===== src/rtl/shift_pkg.sv =====
// Shared types for the multi-cycle shift sequencer: shift modes and FSM states.
package shift_pkg;

    typedef enum logic [1:0] {
        SHIFT_SRL  = 2'b00,
        SHIFT_SLL  = 2'b01,
        SHIFT_SRA  = 2'b10,
        SHIFT_RSVD = 2'b11
    } shift_mode_e;

    typedef enum logic [1:0] {
        ST_IDLE,
        ST_SHIFT,
        ST_DONE
    } seq_state_e;

endpackage


===== src/rtl/shift_step.sv =====
// One-bit shift of a data word according to the shift mode; reserved mode yields zero.
module shift_step
    import shift_pkg::*;
#(
    parameter int WIDTH = 32
) (
    input  shift_mode_e        mode,
    input  logic [WIDTH-1:0]   d,
    output logic [WIDTH-1:0]   q
);

    always_comb begin
        q = '0;
        case (mode)
            SHIFT_SRL: q = {1'b0, d[WIDTH-1:1]};
            SHIFT_SLL: q = {d[WIDTH-2:0], 1'b0};
            SHIFT_SRA: q = {d[WIDTH-1], d[WIDTH-1:1]};
            default:   q = '0;
        endcase
    end

endmodule


===== src/rtl/shift_sequencer.sv =====
// Multi-cycle shifter: accepts a request, shifts one bit per clock, presents the result
// with a valid/ready handshake. Kill flushes any in-flight work.
module shift_sequencer
    import shift_pkg::*;
#(
    parameter int WIDTH   = 32,
    parameter int SHAMT_W = $clog2(WIDTH)
) (
    input  logic               i_clk,
    input  logic               i_reset,
    input  logic               i_valid,
    output logic               o_ready,
    input  logic [1:0]         i_mode,
    input  logic [SHAMT_W-1:0] i_shamt,
    input  logic [WIDTH-1:0]   i_operand,
    input  logic               i_kill,
    output logic               o_valid,
    input  logic               i_res_ready,
    output logic [WIDTH-1:0]   o_result
);

    seq_state_e         state;
    shift_mode_e        mode_q;
    logic [SHAMT_W-1:0] count;
    logic [WIDTH-1:0]   data;

    shift_mode_e        step_mode;
    logic [WIDTH-1:0]   step_in;
    logic [WIDTH-1:0]   step_out;
    shift_mode_e        req_mode;

    assign req_mode = shift_mode_e'(i_mode);

    // The first shift is applied at accept, so an N-bit shift finishes N edges later.
    assign step_mode = (state == ST_IDLE) ? req_mode  : mode_q;
    assign step_in   = (state == ST_IDLE) ? i_operand : data;

    shift_step #(.WIDTH(WIDTH)) u_step (
        .mode (step_mode),
        .d    (step_in),
        .q    (step_out)
    );

    always_ff @(posedge i_clk) begin
        if (i_reset) begin
            state  <= ST_IDLE;
            mode_q <= SHIFT_SRL;
            count  <= '0;
            data   <= '0;
        end else if (i_kill) begin
            state  <= ST_IDLE;
        end else begin
            case (state)
                ST_IDLE: begin
                    if (i_valid) begin
                        mode_q <= req_mode;
                        if (req_mode == SHIFT_RSVD) begin
                            data  <= '0;
                            count <= '0;
                            state <= ST_DONE;
                        end else if (i_shamt == '0) begin
                            data  <= i_operand;
                            count <= '0;
                            state <= ST_DONE;
                        end else begin
                            data  <= step_out;
                            count <= i_shamt - SHAMT_W'(1);
                            state <= (i_shamt == SHAMT_W'(1)) ? ST_DONE : ST_SHIFT;
                        end
                    end
                end
                ST_SHIFT: begin
                    data  <= step_out;
                    count <= count - SHAMT_W'(1);
                    if (count == SHAMT_W'(1))
                        state <= ST_DONE;
                end
                ST_DONE: begin
                    if (i_res_ready)
                        state <= ST_IDLE;
                end
                default: state <= ST_IDLE;
            endcase
        end
    end

    assign o_ready  = (state == ST_IDLE) && !i_reset;
    assign o_valid  = (state == ST_DONE);
    assign o_result = data;

endmodule


===== config.mk =====
export PLATFORM = sky130hd
export DESIGN_NAME = shift_sequencer
export DESIGN_NICKNAME = d
export VERILOG_FILES = /design/src/rtl/shift_pkg.sv /design/src/rtl/shift_step.sv /design/src/rtl/shift_sequencer.sv
export SDC_FILE = /design/constraint.sdc
export NUM_CORES = 1
export LEC_CHECK = 0
export CAP_MARGIN = 20
export CORE_ASPECT_RATIO = 0.6
export CORE_MARGIN = 5
export CORE_UTILIZATION = 50
export CTS_CLUSTER_SIZE = 14
export DETAILED_ROUTE_END_ITERATION = 7
export PLACE_DENSITY_LB_ADDON = 0.2
export SLEW_MARGIN = 30
export SYNTH_ARGS = -nofsm -noshare
export SYNTH_HDL_FRONTEND = slang
export SYNTH_HIERARCHICAL = 1
export SYNTH_SLANG_ARGS = --single-unit

===== constraint.sdc =====
create_clock -name i_clk -period 2.7 [get_ports i_clk]
set_clock_uncertainty 0.15 [all_clocks]
set_input_delay 0.54 -clock i_clk [delete_from_list [all_inputs] [get_ports i_clk]]
set_output_delay 0.54 -clock i_clk [all_outputs]
set_load 0.05 [all_outputs]

Word level (Yosys, flattened, before mapping)
Cells that the tools add are included.
{"block": "totals", "reg_bits": 41, "inputBits": 44}
{"block": "op_classes", "add_sub_neg": 2, "n_eq_ne": 10, "muxes": 18, "n_bitwise": 1, "n_reduce_logical": 10}
{"cell": "32-bit 2-to-1 mux", "count": 4}
{"cell": "32-bit case mux with 3 select lines", "count": 1}
{"cell": "32-bit case mux with 2 select lines", "count": 1}
{"cell": "5-bit 2-to-1 mux", "count": 3}
{"cell": "2-bit 2-to-1 mux", "count": 7}
{"cell": "5-bit by 1-bit equality test with 1-bit output, second input constant", "count": 2}
{"cell": "5-bit case mux with 2 select lines", "count": 1}
{"cell": "5-bit by 1-bit subtractor with 5-bit output, second input constant", "count": 2}
{"cell": "3-bit AND reduction", "count": 3}
{"cell": "2-bit equality test, second input constant", "count": 3}
{"cell": "2-bit case mux with 3 select lines", "count": 1}
{"cell": "5-bit zero test", "count": 1}
{"cell": "2-bit by 1-bit equality test with 1-bit output, second input constant", "count": 2}
{"cell": "2-bit zero test", "count": 2}
{"cell": "2-bit != test, second input constant", "count": 2}
{"cell": "2-bit by 1-bit != test with 1-bit output, second input constant", "count": 1}
{"cell": "2-bit nonzero test", "count": 1}
{"cell": "2-bit OR reduction", "count": 1}
{"cell": "1-bit logical AND", "count": 1}
{"cell": "1-bit zero test", "count": 1}
{"cell": "1-bit inverter", "count": 1}

Longest topological paths before layout
{"block": "depth", "ltp_word": 8, "mapped_depth": 8, "depth_no_buf": 6}

By module
The synthesis kept the hierarchy.
{"module": "shift_sequencer", "instances": 1, "cells_per_inst": 298, "area_per_inst_um2": 2965.3, "seq_area_each_um2": 820.8}
{"module": "shift_step", "instances": 1, "cells_per_inst": 41, "area_per_inst_um2": 402.9, "seq_area_each_um2": 0.0}

Worst setup path after synthesis
Ideal clock, no wire load.
{"block": "synth_timing", "kind": "input to output", "from": "input port i_reset", "to": "output port o_ready", "t_arrival_ns": 1.563, "required_time_ns": 2.010, "path_slack_ns": 0.447, "path_stages": 3, "n_path_buf": 2, "path_cell_list": "clkbuf_1 clkbuf_1 nor2_1"}
{"block": "synth_between", "elab_chain_cells": 2}
{"element": "start: declaration", "line": "shift_sequencer.sv:10", "rtl": "input logic i_reset,"}
{"element": "1-bit zero test", "line": "shift_sequencer.sv:87", "rtl": "assign o_ready = (state == ST_IDLE) && !i_reset;"}
{"element": "1-bit logical AND", "line": "shift_sequencer.sv:87"}
{"element": "end: declaration", "line": "shift_sequencer.sv:12", "rtl": "output logic o_ready,"}
No other way between the ends.

Worst setup path in the final report
{"block": "layout_timing", "from": "register state[0]", "to": "output port o_valid"}
{"block": "layout_between", "elab_chain_cells": 1}
{"element": "start: declaration", "line": "shift_sequencer.sv:22", "rtl": "seq_state_e state;"}
{"element": "start signal: assignment", "line": "shift_sequencer.sv:68", "rtl": "state <= (i_shamt == SHAMT_W'(1)) ? ST_DONE : ST_SHIFT;"}
{"element": "2-bit equality test", "line": "shift_sequencer.sv:88", "rtl": "assign o_valid = (state == ST_DONE);"}
{"element": "end: declaration", "line": "shift_sequencer.sv:17", "rtl": "output logic o_valid,"}
No other way between the ends.

==> run metrics <==
outcome=completed; sequential share of power=roughly a third; cts hold-fix bufs=0; DIE WIDTH=116 um; GRT met2 Usage=about a third; worst r2r src=state[0]; Core ar.=between 6000 and 7000 sq um; Cell Pwr Density=441 nW/um^2; synth cell count leaders=68 x nand2_1, 41 x dfxtp_1, 34 x mux2_2, 31 x a221oi_2, 30 x a22oi_2; Comb power frac=33.4%; n_diodes=0; Final Max Slew Viols=0; H-Tree Depth=2; Total Wirelength=slightly above 9 mm; Post-Place Cells=487; final instance area=4340 sq um; total global routing overflow=0; Max Cap Violations=0; worst vdd ir=0.253 mV; Worst-path clk slew=0.06 ns; antenna violations before repair=0; CP Launch Type=flop; predominant post-synthesis flop cell=dfxtp_1; Clk pwr share=32.0%; CP Capture Type=output pin; synthesized area=roughly 3400 sq um; min cycle time layout=roughly 2.6 ns; pin count of the biggest net entering global routing=51; clk_lat worst skew=slightly below 0.3 ns; DP Wirelength=6.41 mm; final setup fails=0; Synth top area share=24.4%; max incr delay on CP=approximately 0.86 ns; CTS tree=done; Mapped Cells=339; relative max-transition margin=56.1%; clock sink total=41; met1 Usage GRT=31.8%; r2r worst-path depth=7; Final Hold Viols=0; ranking of synthesized cells by area=dfxtp_1 24%, a221oi_2 14%, mux2_2 11%; via-per-instance ratio=6.01; period utilisation layout=96.0%; net switching power=0.625 mW; first-pass GRT wire length=15.0 mm; leakage=approximately 1.4 nW; mean post-synth cell area=9.94 sq um; post-layout util=about two thirds; Nets=456; Routed Antenna Nets=0; Root Driver=clkbuf_16; internal power=around 1.3 mW; Final Instance Count excl. Fillers=approximately 490; die area=8530 sq um; Syn-to-layout area delta=28.9%; IO Count=just under 80; GR Util met3=~5.3%; asr flop ratio synth=0%; worst-path cell chain=nor2b_1, clkdlybuf4s50_1; Net Sw Frac=between 30% and 40%; sequential-to-total area share from yosys stat=24.4%; min-delay src=mode_q[1]; critical path class=reg -> out; die height=73.6 um; starting density of the core=around half; DR WL/cell=18.4 um; fmax=386 MHz; Synth warnings=6; placed inst area=4200 sq um; post-CTS sizing=0; GRT busiest layer=met2; Least-Margin Pin Slew=~0.66 ns; Min Hold Slack=0.359 ns; crit path from=state[0]; Critical Path AT=1.90 ns; hold crit path type=reg -> reg; DRC=0; total global-route track usage=22.1%; Worst Path Max Fanout=9; slowest stage cell, crit path=clkdlybuf4s50_1; IO buf count=77; detailed-route via count=2967; DRT iter0 DRCs=~160; Pre-antenna DRT Iters=4; vias in the first global route=approximately 3000; cell taking the most area after synthesis=dfxtp_1; maximum buffer depth of the clock tree=2; standard-cell rows=23; Setup Buffers After CTS=0; net count after synthesis=~390; number of synthesized flops with an enable pin=0; most common cell in the netlist=nand2_1; Worst Path Required=2.01 ns; synth unique cells=40; number of synthesized register bits=41; layout cells sized above 1=38.1%; CTS Buf Count=5; worst hold path cell count=2; RD Place Congestion=0.788; RSZ-0062 raised after global routing=false
-- cells in the final DEF (no fill, tap or decap), types with 3 or more instances in the layout --
cell type,instances
a22oi_2,30
buf_12,5
nor3_1,6
xor2_1,6
nand2_1,68
buf_4,13
a22o_2,27
ha_1,5
nor3b_1,3
nor2_1,11
a221oi_1,5
a221oi_2,31
clkdlybuf4s50_1,75
a21oi_1,3
clkbuf_16,5
inv_1,6
a22o_1,3
mux2_2,34
a211oi_1,4
dfxtp_1,41
-- area by class of cell --
class,count,area (sq um)
clock buffers,7,143
multi-input cells,259,2290
flip-flops and latches,41,821
inverters,6,22.5
repair buffers,94,953
well taps,87,109
fillers,576,2280
-- metal layers --
metal  share of wire, %  up-vias
met5                  0        -
met4               0.94        0
met3                6.4        7
met2                 43       98
met1                 50     1430
li1                   -     1432
-- registers in the layout, summed over array words and instances (netlist names) --
name,flops
o_result,32
state,2
count,5
mode_q,2
-- final timing paths --
kind	end	slack, ns
max	o_valid	0.11
min	mode_q[1]	0.36
max reg2reg	o_result[6]	0.35
min reg2reg	mode_q[1]	0.36
-- worst max-delay path, delay by kind of cell, from the launching register on --
family / cells / cell delay, ns
buffers and inverters: 1 / 0.86
flip-flops: 1 / 0.45
AND/OR/NAND/NOR: 1 / 0.30
-- power groups by stage --
stage          logic (mW)  clock network [mW]  registers, mW
2_1_floorplan       0.385                   0          0.730
3_3_place_gp        0.628                   0          0.674
3_5_place_dp        0.633                   0          0.676
4_1_cts             0.637               0.621          0.663
5_1_grt             0.688               0.650          0.667
6_report            0.640               0.614          0.663
-- per-stage QoR --
| step | setup WS [ns] | setup TNS [ns] | total power, mW |
|---|---|---|---|
| 2_1_floorplan | 0.447 | 0 | 1.11 |
| 3_3_place_gp | 0.144 | 0 | 1.30 |
| 3_5_place_dp | -0.0134 | -0.0134 | 1.31 |
| 4_1_cts | 0.116 | 0 | 1.92 |
| 5_1_grt | 0.00504 | 0 | 2.01 |
| 6_report | 0.108 | 0 | 1.92 |
-- logic make-up after synthesis --
logic type / after synthesis / share of synthesized area, %
compound gates: 111 / 38.3
xor+xnor: 6 / 1.56
fa+ha+maj: 5 / 1.86
buf+inv: 39 / 8.28
flops: 41 / 24.4
mux: 36 / 12.0
simple gates: 101 / 13.7
(Power assumes the default switching activity.)
